==> src/rtl/aq_spsram_64x98_ctrl.sv <==
// Request front-end for the 64x98 single-port SRAM: zero-fills the array after reset,
// then serves valid/ready reads and writes and returns read data through a 2-entry buffer.
module aq_spsram_64x98_ctrl #(
  parameter int ADDR_WIDTH = 6,
  parameter int DATA_WIDTH = 98,
  parameter int DEPTH      = 64
) (
  input  logic                  forever_cpuclk,
  input  logic                  cpurst,
  input  logic                  req_vld,
  output logic                  req_rdy,
  input  logic                  req_wr,
  input  logic [ADDR_WIDTH-1:0] req_addr,
  input  logic [DATA_WIDTH-1:0] req_wdata,
  input  logic [DATA_WIDTH-1:0] req_wmask,
  output logic                  rsp_vld,
  input  logic                  rsp_rdy,
  output logic [DATA_WIDTH-1:0] rsp_rdata,
  output logic                  init_done,
  output logic [ADDR_WIDTH-1:0] sram_a,
  output logic                  sram_cen,
  output logic [DATA_WIDTH-1:0] sram_d,
  output logic                  sram_gwen,
  output logic [DATA_WIDTH-1:0] sram_wen,
  input  logic [DATA_WIDTH-1:0] sram_q
);

  typedef enum logic {ST_INIT, ST_RUN} state_e;

  state_e                  state_q;
  logic [ADDR_WIDTH-1:0]   init_cnt_q;
  logic                    init_done_q;
  logic                    rd_inflight_q;
  logic [1:0]              fill_q;
  logic [DATA_WIDTH-1:0]   head_q;
  logic [DATA_WIDTH-1:0]   tail_q;

  logic                    pop;
  logic                    push;
  logic [2:0]              occ_after_pop;
  logic                    accept;
  logic                    accept_rd;

  assign rsp_vld   = (fill_q != 2'd0);
  assign rsp_rdata = head_q;
  assign init_done = init_done_q;

  // Occupancy counts the read already in flight, since it lands in the buffer next edge.
  assign pop           = rsp_vld & rsp_rdy;
  assign push          = rd_inflight_q;
  assign occ_after_pop = {1'b0, fill_q} - {2'b0, pop} + {2'b0, rd_inflight_q};
  assign req_rdy       = init_done_q & (req_wr | (occ_after_pop < 3'd2));
  assign accept        = req_vld & req_rdy;
  assign accept_rd     = accept & ~req_wr;

  // NOTE: every output is given a default first so no path through the block infers a latch.
  always_comb begin
    sram_cen  = 1'b1;
    sram_gwen = 1'b0;
    sram_a    = '0;
    sram_d    = '0;
    sram_wen  = '0;
    if (state_q == ST_INIT) begin
      sram_cen  = 1'b0;
      sram_gwen = 1'b1;
      sram_a    = init_cnt_q;
      sram_wen  = '1;
    end else if (accept) begin
      sram_cen  = 1'b0;
      sram_a    = req_addr;
      sram_gwen = req_wr;
      if (req_wr) begin
        sram_d   = req_wdata;
        sram_wen = req_wmask;
      end
    end
  end

  // NOTE: state is updated with non-blocking assignments so every register samples pre-edge values.
  always_ff @(posedge forever_cpuclk) begin
    if (cpurst) begin
      state_q       <= ST_INIT;
      init_cnt_q    <= '0;
      init_done_q   <= 1'b0;
      rd_inflight_q <= 1'b0;
      fill_q        <= 2'd0;
      // NOTE: the buffer data is reset too, because rsp_rdata is visible and must read 0 after reset.
      head_q        <= '0;
      tail_q        <= '0;
    end else begin
      case (state_q)
        ST_INIT: begin
          init_cnt_q <= init_cnt_q + 1'b1;
          if (init_cnt_q == ADDR_WIDTH'(DEPTH - 1)) begin
            state_q     <= ST_RUN;
            init_done_q <= 1'b1;
          end
        end
        default: ;
      endcase

      rd_inflight_q <= accept_rd;

      // Head always holds the oldest entry; tail only matters when two are held.
      case (fill_q)
        2'd0: begin
          if (push) begin
            head_q <= sram_q;
            fill_q <= 2'd1;
          end
        end
        2'd1: begin
          if (push && pop) begin
            head_q <= sram_q;
          end else if (push) begin
            tail_q <= sram_q;
            fill_q <= 2'd2;
          end else if (pop) begin
            fill_q <= 2'd0;
          end
        end
        default: begin
          if (pop) begin
            head_q <= tail_q;
            if (push) begin
              tail_q <= sram_q;
            end else begin
              fill_q <= 2'd1;
            end
          end
        end
      endcase
    end
  end

endmodule

==> config.mk <==
export PLATFORM = sky130hd
export DESIGN_NAME = aq_spsram_64x98_ctrl
export DESIGN_NICKNAME = d
export VERILOG_FILES = /design/src/rtl/aq_spsram_64x98_ctrl.sv
export SDC_FILE = /design/constraint.sdc
export NUM_CORES = 1
export LEC_CHECK = 0
export ABC_CLOCK_PERIOD_IN_PS = 4910
export CORE_AREA = 4 4 234 236
export CTS_BUF_LIST = sky130_fd_sc_hd__clkbuf_8
export DETAILED_ROUTE_END_ITERATION = 10
export DIE_AREA = 0 0 238 240
export GPL_TIMING_DRIVEN = 0
export MAX_ROUTING_LAYER = met4
export PLACE_DENSITY = 0.48
export SLEW_MARGIN = 20
export SYNTH_ARGS = -nofsm -noshare
export SYNTH_HDL_FRONTEND = slang
export SYNTH_SLANG_ARGS = --single-unit
==> constraint.sdc <==
create_clock -name forever_cpuclk -period 4.91 [get_ports forever_cpuclk]
set_clock_uncertainty 0.05 [all_clocks]
set_input_delay 0.491 -clock forever_cpuclk [delete_from_list [all_inputs] [get_ports forever_cpuclk]]
set_output_delay 0.491 -clock forever_cpuclk [all_outputs]
set_load 0.01 [all_outputs]
After elaboration in Yosys (flattened, before gate mapping)
Cells that the tools add are included.
- add/sub/neg operators: 3
- order comparisons: 1
- equal/unequal tests: 7
- muxes and demuxes: 29
- bitwise gates (word level): 8
- reduce and logical (&&, ||, !) cells: 9
- operators with widths (operator ; count):
    2-to-1 mux 98 bit ; 12
    case mux 98 bit (2 select lines) ; 2
    2-to-1 mux 2 bit ; 6
    2-to-1 mux 6 bit ; 2
    adder 6 x 1 -> 6 bit (second input constant) ; 1
    equality test 6 bit (second input constant) ; 1
    2-to-1 mux 1 bit ; 6
    != test 2 bit (second input constant) ; 3
    AND reduction 3 bit ; 2
    AND reduction 5 bit ; 1
    AND 1 bit ; 4
    case mux 2 bit (2 select lines) ; 1
    nonzero test 2 bit ; 2
    adder 3 x 1 -> 3 bit ; 1
    < comparator 3 x 2 -> 1 bit (second input constant) ; 1
    != test 3 x 1 -> 1 bit (second input constant) ; 1
    != test 3 bit (second input constant) ; 1
    inverter 1 bit ; 3
    nonzero test 3 bit ; 1
    subtractor 2 x 1 -> 3 bit ; 1
    equality test 2 x 1 -> 1 bit (second input constant) ; 1
    zero test 2 bit ; 1
    AND reduction 2 bit ; 1
    logical AND 1 bit ; 1
    bitwise OR 1 bit ; 1
- register bits: 207
- input bits: 305

Longest topological paths before layout
Gate-level depths: netlist (run 1).
- depth in word-level cells: 10
- gate-level depth with buffers: 11
- gate-level depth less buffers: 8

Least setup slack after synthesis (run 1)
OpenSTA, ideal clock, no wires.
- kind: flip-flop to output port
- start: register fill_q[1]
- end: output port sram_cen
- data arrival time: 2.864 ns
- setup slack: 1.505 ns
- cell stages (with the launch flop): 12
- buffers on the path: 3
- cell sequence: dfxtp_1 -> buf_6 -> buf_2 -> buf_1 -> or2_2 -> nand2_1 -> ha_1 -> and2_1 -> fa_1 -> xor2_1 -> a41oi_1 -> and2_1
- cells in the longest elaborated chain, start to end: 10
- RTL lines (item ; RTL line ; text):
    start, declared ; 34 ; logic [1:0] fill_q;
    start signal, assigned ; 86 ; fill_q <= 2'd0;
    start signal, assigned ; 109 ; fill_q <= 2'd1;
    start signal, assigned ; 117 ; fill_q <= 2'd2;
    nonzero test 2 bit ; 44 ; assign rsp_vld = (fill_q != 2'd0);
    net rsp_vld ; 16 ; output logic rsp_vld,
    AND 1 bit ; 49 ; assign pop = rsp_vld & rsp_rdy;
    subtractor 2 x 1 -> 3 bit ; 51 ; assign occ_after_pop = {1'b0, fill_q} - {2'b0, pop} + {2'b0, rd_inflight_q};
    adder 3 x 1 -> 3 bit ; 51 ;
    < comparator 3 x 2 -> 1 bit ; 52 ; assign req_rdy = init_done_q & (req_wr | (occ_after_pop < 3'd2));
    bitwise OR 1 bit ; 52 ;
    AND 1 bit ; 52 ;
    AND 1 bit ; 53 ; assign accept = req_vld & req_rdy;
    2-to-1 mux 1 bit ; 68 ; end else if (accept) begin
    2-to-1 mux 1 bit ; 63 ; if (state_q == ST_INIT) begin
    end, declared ; 21 ; output logic sram_cen,
The timed path passes the listed nets, and every way through them passes these cells.

Worst setup path after layout (run 1)
- start: register fill_q[1]
- end: output port sram_a[4]
- cells in the longest elaborated chain, start to end: 10
- RTL lines (item ; RTL line ; text):
    nonzero test 2 bit ; 44 ;
    AND 1 bit ; 49 ;
    subtractor 2 x 1 -> 3 bit (*) ; 51 ;
    adder 3 x 1 -> 3 bit (*) ; 51 ;
    < comparator 3 x 2 -> 1 bit (*) ; 52 ;
    bitwise OR 1 bit (*) ; 52 ;
    AND 1 bit (*) ; 52 ;
    AND 1 bit (*) ; 53 ;
    2-to-1 mux 6 bit (*) ; 68 ;
    2-to-1 mux 6 bit (*) ; 63 ;
    end, declared ; 20 ; output logic [ADDR_WIDTH-1:0] sram_a,
Every way passes the cells marked *; elsewhere a longest branch is shown, timed or not.

==> results.toml, run 1 <==
[sta]
finalSetupViolCount = 0
rsz0062_at_grt = "false"
final.setup.tns_ns = 0
finalMaxSlewViolations = 0
maxSlewHeadroom_pct = 37.4
hold_violations = 0
period_needed_ns = 4.63
worst_slew_pin_slew_ns = 0.939
fin_crit_sh_pct = 94.3
max_freq_ghz = 0.216

[logic_synthesis]
yosys-top-cells-area = "dfxtp_1 (38%), mux2i_1 (18%), nand2b_1 (11%)"
syn_avg_cell_area_sq_um = 8.54
synth_edf_count = 0
synth_cells = 1292
synth_flop_cell = "dfxtp_1"
synth_top_area_share_pct = 37.5
async_reset_ff_share_pct = 0
synth_seq_cells = 207
yosys.area.top_type = "dfxtp_1"
synthesis.area_sq_um = 11000
syn_nets = 1600
synth.distinct_cells = 36
synth_warnings = 0
ys_seq_area_share_pct = 37.5

[place]
place_congestion = 0.997
io_buffer_count = 608
dp_hpwl_mm = 55.4

[die]
core_sq_um = 52400
initial_core_util_pct = 21.0
dieWidth_microns = 238
std_cell_rows = 84
dieArea_sq_um = 57100
die-height_microns = 240
ioPinCount = 610

[routing]
drt-met1-wl_mm = 27.1
routed-via-count = 11900
dr.max_layer_used = "met4"
avgViaCountPerCell = 4.47
wire_per_inst_microns = 24.6
drc = 0
drtIter0Drc = 564
met2_wirelength_mm = 33.4
routed_wl_mm = 65.5
ant_nets = 0
drtPass1Iterations = 5
wl_met3_mm = 3.82

[clocking]
clock_latency_ns = 0.55
post_cts_buffers = 0
cts_buffer_depth = 3
cts-root-buf = "clkbuf_8"
clock-sinks = 207
htree_levels = 2
cts_tree = "done"
cts_buffers = 40
cts.clk_slew.worst_paths_ns = 0.06

[global_route]
grt_pass1_wl_mm = 89.9
grt_usage_pct = 22.2
grt_overflow = 0
grt_pass1_vias = 12300
antenna_found_initial = 9
grt_max_degree = 20

[critical_path]
critPathRequiredTime_ns = 4.37
r2r_start = "fill_q[1]"
cp_max_fo = 19
start_kind = "flop"
critical_path_class = "flop to output port"
cp-startpoint = "fill_q[1]"
arrival_ns = 4.09
reg2reg_depth = 10
crit_path_end_kind = "output port"

[pwr]
power_density_nw_per_um2 = 202
ir_worst_vdd_mv = 0.142
total_leakage_power_nw = 6.32
total_power_w = 0.00380

[final_layout]
syn2layout_area_growth_pct = 70.1
drive_gt1_share_pct = 5.96
final_nets = 2249

[hold_path]
hold_depth = 2
hold_class = "flop to flop"
hold_start = "tail_q[75]"

[flow_run]
drv_cap = 0

[outcome]
status = "finished clean"
synth_stat cells, types with 2 or more instances:
cell and count:
dfxtp_1 207, nand2_1 206, nand2b_1 199, mux2i_1 197
a21oi_1 101, and3_1 100, clkbuf_1 91, a211oi_1 78
buf_2 32, a211oi_2 20, inv_1 6, buf_6 5
nor2_1 5, and2_1 4, buf_1 4, o2bb2ai_1 4
buf_4 3, nor2b_1 3, xnor2_1 3, ha_1 2
nand3_1 2, nand4b_1 2, o21ai_0 2, o22ai_1 2
o31ai_1 2, xor2_1 2
worst paths after layout:
check / endpoint / slack [ns]
worst max-delay path: sram_a[4] / 0.28
worst min-delay path: tail_q[75] / 0.42
worst max register to register: push / 1.95
worst min register to register: tail_q[75] / 0.42
per-layer routing:
layer / GRT usage (%) / vias up
li1: - / 5755
met1: 25.9 / 5676
met2: 39.4 / 399
met3: 5.15 / 53
met4: 4.27 / 0
met5: - / -
power by group:
part	internal [W]	total, W	switching, W
Combinational	0.000271	0.000409	0.000138
Clock	0.000944	0.00171	0.000764
Sequential	0.00168	0.00169	0.00000270
layout make-up:
type / count / area [sq um]
Timing Repair Buffer: 608 / 6090
Sequential cell: 207 / 4140
Clock inverter: 15 / 93.8
Fill cell: 5518 / 33700
Inverter: 6 / 22.5
Clock buffer: 49 / 674
Tap cell: 688 / 861
Multi-Input combinational cell: 944 / 6280
Buffer: 134 / 592
Antenna cell: 7 / 17.5
cells in the final DEF, fill, tap and decap left out, drive strengths merged, types with 2 or more instances in the layout:
cell type,instances
clkdlybuf4s50,608
dfxtp,207
nand2,206
nand2b,199
mux2i,197
clkbuf,140
a21oi,101
and3,100
a211oi,98
buf,43
inv,15
diode,7
nor2,5
and2,4
o2bb2ai,4
nor2b,3
xnor2,3
clkinv,3
xor2,2
o22ai,2
o21ai,2
nand4b,2
nand3,2
o31ai,2
ha,2
clkinvlp,2
or2,2
worst max-delay path: stages (launching register included):
cell and delay (ns):
dfxtp_1 0.32, buf_6 0.12, buf_2 0.50, or2_2 0.24, nand2_1 0.06, ha_1 0.26
and2_1 0.17, fa_1 0.40, xor2_1 0.23, a41oi_2 0.29, o22ai_1 0.23, clkdlybuf4s50_1 0.72
logic make-up (layout without fill, tap and decap cells):
family | after synthesis | in the layout | share of synthesized area [%]
xor gates and xnor gates | 5 | 5 | 0.397
and+or+nand+nor | 525 | 525 | 25.0
muxes | 197 | 197 | 17.9
adders and majority gates | 3 | 3 | 0.408
AOI/OAI and AO/OA | 214 | 214 | 13.2
DFF | 207 | 207 | 37.5
other | 0 | 7 | 0
buffers and inverters | 141 | 812 | 5.60
state kept, by name (all words and copies together), names as in the netlist:
name,count
init_done,1
tail_q,98
push,1
state_q,1
fill_q,2
init_cnt_q,6
rsp_rdata,98
stage by stage:
| step | instance area [sq um] | cells | util, % | worst slack, ns | hold WS, ns |
|---|---|---|---|---|---|
| 5_1_grt | 18800 | 2657 | 35.8 | 0.0889 | 0.437 |
| 4_1_cts | 18800 | 2651 | 35.8 | 0.170 | 0.426 |
| 3_3_place_gp | 18000 | 2588 | 34.3 | 0.155 | 0.408 |
| 3_5_place_dp | 18000 | 2588 | 34.3 | 0.151 | 0.414 |
| 6_report | 18800 | 2658 | 35.8 | 0.279 | 0.422 |
| 2_1_floorplan | 11000 | 1292 | - | 1.50 | 0.398 |
what timing repair did:
action                                  4_1_cts  5_1_grt
gates resized for setup                       1        0
hold buffers                                  0        0
endpoints found under the setup margin        7        0
(Power assumes the default switching activity.)
==> run 2, diff against run 1 <==
--- a/config.mk
+++ b/config.mk
@@ -8,6 +8,7 @@
 export ABC_CLOCK_PERIOD_IN_PS = 4910
 export CORE_AREA = 4 4 234 236
 export CTS_BUF_LIST = sky130_fd_sc_hd__clkbuf_8
+export CTS_CLUSTER_SIZE = 24
 export DETAILED_ROUTE_END_ITERATION = 10
 export DIE_AREA = 0 0 238 240
 export GPL_TIMING_DRIVEN = 0
==> results of run 2 <==
Same layout as run 1: the final DEF is identical, and so are final timing and power.
==> run 3, diff against run 2 <==
--- a/config.mk
+++ b/config.mk
@@ -6,14 +6,14 @@
 export NUM_CORES = 1
 export LEC_CHECK = 0
 export ABC_CLOCK_PERIOD_IN_PS = 4910
-export CORE_AREA = 4 4 234 236
+export CORE_AREA = 2 2 239 241
 export CTS_BUF_LIST = sky130_fd_sc_hd__clkbuf_8
 export CTS_CLUSTER_SIZE = 24
 export DETAILED_ROUTE_END_ITERATION = 10
-export DIE_AREA = 0 0 238 240
-export GPL_TIMING_DRIVEN = 0
+export DIE_AREA = 0 0 241 243
+export HOLD_SLACK_MARGIN = 0.02
 export MAX_ROUTING_LAYER = met4
-export PLACE_DENSITY = 0.48
+export PLACE_DENSITY = 0.46
 export SLEW_MARGIN = 20
 export SYNTH_ARGS = -nofsm -noshare
 export SYNTH_HDL_FRONTEND = slang
==> results.toml, run 3 (synthesis results as in run 1) <==
[clocking]
cts_hold_buf = 0
clock-sinks = 207
cts_buffers = 41
post_cts_buffers = 0
cts_resized = 0
htree_levels = 2
cts.clk_slew.worst_paths_ns = 0.06
clock_latency_ns = 0.55
cts-root-buf = "clkbuf_8"
cts_buffer_depth = 3
cts_tree = "done"

[die]
dieArea_sq_um = 58600
ioPinCount = 610
initial_core_util_pct = 19.7
std_cell_rows = 87
dieWidth_microns = 241
core_sq_um = 56000
die-height_microns = 243

[routing]
wire_per_inst_microns = 23.9
routed-via-count = 11600
drc = 0
avgViaCountPerCell = 4.42
drtPass1Iterations = 5
ant_nets = 0
drtIter0Drc = 503
routed_wl_mm = 62.8

[final_layout]
final_nets = 2130
fin_cells = 2625
nFillCells = 5910
final_cell_area_sq_um = 18600
final_common_cell = "clkdlybuf4s50_1"
drive_gt1_share_pct = 5.41
final_cell_mix = "clkdlybuf4s50_1 (608), nand2_1 (206), dfxtp_1 (205)"
syn2layout_area_growth_pct = 68.6

[sta]
rsz0062_at_grt = "false"
period_needed_ns = 4.06
final.setup.tns_ns = 0
worst_slew_pin_slew_ns = 1.13
whs_ns = 0.421
hold_violations = 0
finalSetupViolCount = 0
max_freq_ghz = 0.246
fin_crit_sh_pct = 82.7
maxSlewHeadroom_pct = 24.9
finalMaxSlewViolations = 0

[critical_path]
arrival_ns = 3.52
cp_max_fo = 7
critical_path_class = "flop to output port"
crit_path_end_kind = "output port"
start_kind = "flop"
critPathRequiredTime_ns = 4.37

[global_route]
grt_pass1_wl_mm = 86.1
antenna_found_initial = 23
grt_usage_pct = 21.0
grt_overflow = 0
grt_pass1_vias = 11400
grt_max_degree = 108

[place]
placed_area_sq_um = 17700
dp_hpwl_mm = 48.8
place_congestion = 1.00
io_buffer_count = 609
place_inst = 2534

[pwr]
total_leakage_power_nw = 6.14
total_power_w = 0.00389
ir_worst_vdd_mv = 0.143
power_density_nw_per_um2 = 209

[flow_run]
drv_cap = 0

[hold_path]
hold_class = "flop to flop"

[outcome]
status = "finished clean"
[run 3: cell types whose count changed in the layout (fill, tap and decap cells not counted), sizes merged]
cell | previous run | this run
buf | 43 | 14
diode | 7 | 20
clkinv | 3 | 1
clkbuf | 140 | 54
inv | 15 | 18
[run 3: final cells by class]
| type | count | area [sq um] | share of cell area [%] |
|---|---|---|---|
| clock buffers | 54 | 743 | 3.99 |
| diodes | 20 | 50.0 | 0.269 |
| repair buffers | 622 | 6290 | 33.8 |
| well taps | 756 | 946 | 5.08 |
| inverters | 6 | 22.5 | 0.121 |
| clock inverters | 16 | 95.1 | 0.511 |
| multi-input cells | 944 | 6310 | 33.9 |
| flip-flops and latches | 207 | 4150 | 22.3 |
[run 3: final timing paths]
check | from | to | slack (ns) | depth (start not counted)
max reg2reg | fill_q[1] | rsp_rdata[52] | 2.05 | 5
max | fill_q[0] | sram_a[3] | 0.85 | 10
min | tail_q[18] | tail_q[18] | 0.42 | 2
min reg2reg | tail_q[18] | tail_q[18] | 0.42 | 2
[run 3: power breakdown]
| group | switching [W] | internal [W] | leakage, nW |
|---|---|---|---|
| clock | 0.000773 | 0.00103 | 0.471 |
| sequential | 0.00000313 | 0.00168 | 1.67 |
| combinational | 0.000139 | 0.000270 | 4.00 |
[run 3: metal layers]
| layer | vias up | GRT usage, % | wire length [microns] |
|---|---|---|---|
| li1 | 5532 | - | - |
| met1 | 5619 | 24.4 | 25600 |
| met2 | 392 | 35.8 | 31600 |
| met3 | 61 | 6.07 | 4610 |
| met4 | 0 | 4.32 | 871 |
| met5 | - | - | 0 |
[run 3: per-stage QoR]
step | util (%) | setup slack (ns)
floorplan | - | 1.50
global placement | 31.6 | 0.966
detailed placement | 31.6 | 1.01
CTS | 33.1 | 0.699
global route | 33.3 | 0.589
finish | 33.3 | 0.850
[run 3: worst max-delay path, stage by stage (launching register included)]
cell	delay (ns)
dfxtp_1	0.37
or2_2	0.34
nand2_1	0.09
ha_1	0.23
and2_1	0.18
fa_1	0.40
xor2_1	0.20
a41oi_1	0.14
buf_4	0.23
o22ai_1	0.17
clkdlybuf4s50_1	0.60
